--- config.mk ---
export PLATFORM = sky130hd
export DESIGN_NAME = serial_operand_feeder
export DESIGN_NICKNAME = d
export VERILOG_FILES = /design/src/rtl/serial_add_pkg.sv /design/src/rtl/serial_operand_feeder.sv
export SDC_FILE = /design/constraint.sdc
export NUM_CORES = 1
export LEC_CHECK = 0
export ABC_AREA = 1
export CAP_MARGIN = 0
export CORE_MARGIN = 5
export CORE_UTILIZATION = 50
export CTS_BUF_LIST = sky130_fd_sc_hd__clkbuf_4
export CTS_CLUSTER_SIZE = 30
export DETAILED_ROUTE_END_ITERATION = 7
export PLACE_DENSITY = 0.78
export RECOVER_POWER = 100
export SLEW_MARGIN = 15
export SYNTH_ARGS = -nofsm -noshare
export SYNTH_HDL_FRONTEND = slang
export SYNTH_SLANG_ARGS = --single-unit
--- constraint.sdc ---
create_clock -name clk -period 1.6 [get_ports clk]
set_input_delay 0.16 -clock clk [delete_from_list [all_inputs] [get_ports clk]]
set_output_delay 0.16 -clock clk [all_outputs]
set_load 0.005 [all_outputs]
--- src/rtl/serial_add_pkg.sv ---
// Definitions shared by the bit-serial adder slice: feeder FSM states and default geometry.
package serial_add_pkg;

  typedef enum logic [1:0] {
    ST_IDLE  = 2'd0,
    ST_SHIFT = 2'd1,
    ST_FLUSH = 2'd2
  } feeder_state_e;

  localparam int DEF_WIDTH      = 4;
  localparam int DEF_PAD_CYCLES = 2;

endpackage

--- src/rtl/serial_operand_feeder.sv ---
// Latches an operand pair, shifts it LSB-first into the serial adder, then appends flush cycles.
// Build option: define SIGN_EXT_EN to drive the latched operand MSBs during flush instead of 0.
module serial_operand_feeder
  import serial_add_pkg::*;
#(
  parameter int WIDTH      = DEF_WIDTH,
  parameter int PAD_CYCLES = DEF_PAD_CYCLES
) (
  input  logic             clk,
  input  logic             rst,
  input  logic             in_valid,
  output logic             in_ready,
  input  logic [WIDTH-1:0] op_a,
  input  logic [WIDTH-1:0] op_b,
  output logic             a,
  output logic             b,
  output logic             bit_valid,
  output logic             flush,
  output logic             frame_start,
  output logic             frame_last,
  output logic             busy,
  output logic [1:0]       dbg_state
);

  // Handshake: a pair is taken on any rising edge where in_valid && in_ready.
  // in_ready is high only while idle; in_valid at other times is ignored, never queued.

  localparam int CW = $clog2(WIDTH + PAD_CYCLES + 1);
  localparam logic [CW-1:0] W_C = CW'(WIDTH);
  localparam logic [CW-1:0] P_C = CW'(PAD_CYCLES);

  feeder_state_e    state_q;
  logic [CW-1:0]    cnt_q;
  logic [WIDTH-1:0] sa_q;
  logic [WIDTH-1:0] sb_q;
  logic             a_q, b_q, bit_valid_q, flush_q;
  logic             frame_start_q, frame_last_q, busy_q, in_ready_q;
  logic             pad_a, pad_b;

`ifdef SIGN_EXT_EN
  logic msb_a_q, msb_b_q;
  assign pad_a = msb_a_q;
  assign pad_b = msb_b_q;
`else
  assign pad_a = 1'b0;
  assign pad_b = 1'b0;
`endif

  // cnt_q counts data bits emitted in SHIFT, flush bits emitted in FLUSH.
  always_ff @(posedge clk or posedge rst) begin
    if (rst) begin
      state_q       <= ST_IDLE;
      cnt_q         <= '0;
      sa_q          <= '0;
      sb_q          <= '0;
      a_q           <= 1'b0;
      b_q           <= 1'b0;
      bit_valid_q   <= 1'b0;
      flush_q       <= 1'b0;
      frame_start_q <= 1'b0;
      frame_last_q  <= 1'b0;
      busy_q        <= 1'b0;
      in_ready_q    <= 1'b0;
`ifdef SIGN_EXT_EN
      msb_a_q       <= 1'b0;
      msb_b_q       <= 1'b0;
`endif
    end else begin
      case (state_q)
        ST_IDLE: begin
          cnt_q         <= '0;
          a_q           <= 1'b0;
          b_q           <= 1'b0;
          bit_valid_q   <= 1'b0;
          flush_q       <= 1'b0;
          frame_start_q <= 1'b0;
          frame_last_q  <= 1'b0;
          busy_q        <= 1'b0;
          if (in_valid && in_ready_q) begin
            state_q       <= ST_SHIFT;
            sa_q          <= op_a >> 1;
            sb_q          <= op_b >> 1;
            a_q           <= op_a[0];
            b_q           <= op_b[0];
            bit_valid_q   <= 1'b1;
            frame_start_q <= 1'b1;
            frame_last_q  <= (WIDTH == 1) && (PAD_CYCLES == 0);
            busy_q        <= 1'b1;
            in_ready_q    <= 1'b0;
            cnt_q         <= CW'(1);
`ifdef SIGN_EXT_EN
            msb_a_q       <= op_a[WIDTH-1];
            msb_b_q       <= op_b[WIDTH-1];
`endif
          end else begin
            in_ready_q <= 1'b1;
          end
        end
        ST_SHIFT: begin
          frame_start_q <= 1'b0;
          if (cnt_q != W_C) begin
            a_q          <= sa_q[0];
            b_q          <= sb_q[0];
            sa_q         <= sa_q >> 1;
            sb_q         <= sb_q >> 1;
            cnt_q        <= cnt_q + CW'(1);
            frame_last_q <= (PAD_CYCLES == 0) && (cnt_q == W_C - CW'(1));
          end else if (PAD_CYCLES > 0) begin
            state_q      <= ST_FLUSH;
            a_q          <= pad_a;
            b_q          <= pad_b;
            bit_valid_q  <= 1'b0;
            flush_q      <= 1'b1;
            cnt_q        <= CW'(1);
            frame_last_q <= (PAD_CYCLES == 1);
          end else begin
            state_q      <= ST_IDLE;
            cnt_q        <= '0;
            a_q          <= 1'b0;
            b_q          <= 1'b0;
            bit_valid_q  <= 1'b0;
            frame_last_q <= 1'b0;
            busy_q       <= 1'b0;
            in_ready_q   <= 1'b1;
          end
        end
        ST_FLUSH: begin
          if (cnt_q != P_C) begin
            cnt_q        <= cnt_q + CW'(1);
            frame_last_q <= (cnt_q == P_C - CW'(1));
          end else begin
            state_q      <= ST_IDLE;
            cnt_q        <= '0;
            a_q          <= 1'b0;
            b_q          <= 1'b0;
            flush_q      <= 1'b0;
            frame_last_q <= 1'b0;
            busy_q       <= 1'b0;
            in_ready_q   <= 1'b1;
          end
        end
        default: state_q <= ST_IDLE;
      endcase
    end
  end

  assign a           = a_q;
  assign b           = b_q;
  assign bit_valid   = bit_valid_q;
  assign flush       = flush_q;
  assign frame_start = frame_start_q;
  assign frame_last  = frame_last_q;
  assign busy        = busy_q;
  assign in_ready    = in_ready_q;
  assign dbg_state   = state_q;

endmodule
==> impl_metrics.yaml <==
run_status:
  outcome: "completed"
power_and_ir_drop:
  ir_worst_vdd_v: 0.00125
  leakagePower_nw: 0.660
  powerDensity_mw_per_mm2: 1750
global_routing:
  track_usage_pct: 15.1
  grt_max_degree: 20
  grt_first_pass_wirelength_microns: 3820
  gr-total-overflow: 0
  antenna_found_initial: 0
  grt_pass1_vias: 871
worst_setup_path:
  critical_path_arrival_ns: 1.31
  critPathKind: "reg2out"
  r2r_end: "sa_q[0]$_DFFE_PP0P_"
  cp_slowest_cell: "dlygate4sd3_1"
  end_kind: "output port"
  slowest_delay_ns: 0.59
  cp_top_family: "buffers and inverters"
  reg2regPathDepth: 8
  critPathBufInv: 1
  cp_cell_sequence: "dlygate4sd3_1"
  startpoint_type: "flip-flop"
  crit_path_max_fanout: 4
  r2r_slack_ns: 0.16
  cp.required_ns: 1.44
  r2r-start: "dbg_state[1]$_DFFE_PP0P_"
placed_design:
  placed_area_sq_mm: 0.00132
  place_congestion: 0.828
  placed_cells: 180
  preCtsSetupSlack_ns: 0.146
  dp_hpwl_microns: 1640
  numPortBuffers: 20
logic_synthesis:
  ys_seq_area_share_pct: 44.3
  synth_flop_cell: "dfrtp_1"
  synth_most_common_cell: "nand2_1"
  yosys.area.top_type: "dfrtp_1"
  synth_edf_count: 0
  yosys-top-cells-area: "dfrtp_1 44%, ha_1 10%, nand2_1 10%"
  synth.avg_cell_area_sq_um: 8.13
  netlist_area_sq_mm: 0.00107
  syn_inst: 132
  synthArstFlopShare_pct: 100
  yosysWarnings: 0
  synth.distinct_cells: 17
  synth_seq_cells: 19
  syn_nets: 152
  synth_top_area_share_pct: 44.3
  synthTopCellsByCount: "30 x nand2_1, 19 x dfrtp_1, 17 x inv_1"
route:
  drtAntennaViolNets: 0
  wl_met1_microns: 1030
  top_layer_used: "met4"
  drt_iter0_drc: 21
  drt-vias-per-instance: 4.98
  drtPass1Iterations: 4
  route.detailed.drc: 0
  via_count: 922
  drt-total-wl_microns: 2120
  wl_met3_microns: 76
  wl_per_cell_microns: 11.5
  dr_wl_met2_microns: 984
cts:
  cts_tree: "built"
  root_buffer: "clkbuf_4"
  clock_sinks: 19
  htreeDepth: 1
  post_cts_buffers: 0
  clk_pin_slew_ns: 0.11
  clk_latency_ns: 0.30
  cts_made_buffers: 3
  clockBufferDepth: 2
sta:
  worst_pin_slew_ns: 1.03
  max_slew_margin_pct: 31.6
  final.setup_skew_ns: 0.00453
  rsz0062_at_grt: "no"
  setup_viol: 0
  min_period_ns: 1.47
  fin_crit_sh_pct: 91.7
  fmax_mhz: 682
  finalWorstSetupSlack_ns: 0.133
  hold_viol: 0
  slew_violations: 0
  fin_tns_setup_ns: 0
final_layout:
  area.growth.synth_to_final_pct: 26.0
  diodes: 0
  final_design_area_no_fill_sq_mm: 0.00135
  final_nets: 179
  stdcell_count: 185
  drive_gt1_share_pct: 12.0
  fillCellCount: 163
die:
  die-area_sq_mm: 0.00317
  rows: 16
  die_h_microns: 56.3
  ios: 21
  initial_core_util_pct: 53.6
  die_w_microns: 56.3
  core_area_sq_mm: 0.00200
hold_path:
  hold_depth: 3
  min_path_type: "in2reg"
  min_from: "op_b[3]"
  min_to: "sb_q[2]$_DFFE_PP0P_"
flow_run:
  max-cap-violations: 0
-- metrics by stage --
stage	utilization [%]	total power, W	hold slack [ns]
after floorplan	-	0.00172	0.111
after global placement	65.8	0.00210	0.468
after detailed placement	65.8	0.00214	0.468
after CTS	67.2	0.00239	0.173
after global routing	67.6	0.00261	0.470
final	67.6	0.00237	0.437
-- registers in the layout (all words and copies together) (netlist names) --
name / flops
dbg_state: 2
flush: 1
b: 1
cnt_q: 3
bit_valid: 1
busy: 1
frame_last: 1
sa_q: 3
in_ready: 1
sb_q: 3
a: 1
frame_start: 1
-- area by class of cell --
type | count | area, sq um | share of cell area [%]
multi-input cells | 92 | 526 | 38.9
flip-flops and latches | 19 | 475 | 35.2
repair buffers | 22 | 211 | 15.6
inverters | 21 | 78.8 | 5.83
well taps | 27 | 33.8 | 2.50
clock buffers | 3 | 22.5 | 1.67
clock inverters | 1 | 5.00 | 0.370
-- worst max path at each step --
stage | startpoint | end | cells past startpoint
after floorplan | dbg_state[0]$_DFFE_PP0P_ | sa_q[0]$_DFFE_PP0P_ | 7
after global placement | dbg_state[0]$_DFFE_PP0P_ | b$_DFFE_PP0P_ | 7
after detailed placement | dbg_state[1]$_DFFE_PP0P_ | sa_q[1]$_DFFE_PP0P_ | 6
after CTS | dbg_state[1]$_DFFE_PP0P_ | sa_q[1]$_DFFE_PP0P_ | 6
after global routing | cnt_q[0]$_DFFE_PP0P_ | flush$_DFFE_PP0P_ | 7
final | dbg_state[0]$_DFFE_PP0P_ | dbg_state[0] | 1
-- layout by cell type, fill, tap and decap left out --
cell,n
nor2_4,2
inv_2,2
buf_4,1
inv_1,19
ha_1,8
nor2_1,7
o21bai_1,1
nand3_1,4
clkbuf_1,1
nand2_1,30
o21ai_0,14
a21oi_1,6
dlygate4sd3_1,11
o21ai_1,7
a21oi_4,1
dfrtp_1,19
clkinv_2,1
clkdlybuf4s50_1,9
clkbuf_4,3
ha_2,1
nor3_1,1
nand2_2,7
nand4_1,2
a21oi_2,1
-- routing by layer --
| layer | up-vias | global-route usage [%] |
|---|---|---|
| met5 | - | 0 |
| met1 | 425 | 19.9 |
| met3 | 4 | 2.52 |
| met4 | 0 | 7.12 |
| met2 | 17 | 24.0 |
| li1 | 476 | - |
-- power by group --
group          switching (W)  internal [W]  leakage (nW)  total [W]
clock               0.000154     0.0000932        0.0177   0.000247
combinational       0.000805      0.000543         0.398    0.00135
sequential          0.000112      0.000659         0.245   0.000771
-- what timing repair did --
action | 4_1_cts | 5_1_grt
hold buffers | 0 | 0
resized for setup | 0 | 1
endpoints found under the hold margin | 0 | 0
setup endpoints to repair | 0 | 2
-- logic make-up after synthesis --
logic type      Yosys count  synth area share [%]
fa+ha+maj                 9                  10.5
simple gates             53                  22.6
flops                    19                  44.3
buf+inv                  22                  7.81
compound gates           29                  14.8
(Power assumes the default switching activity.)
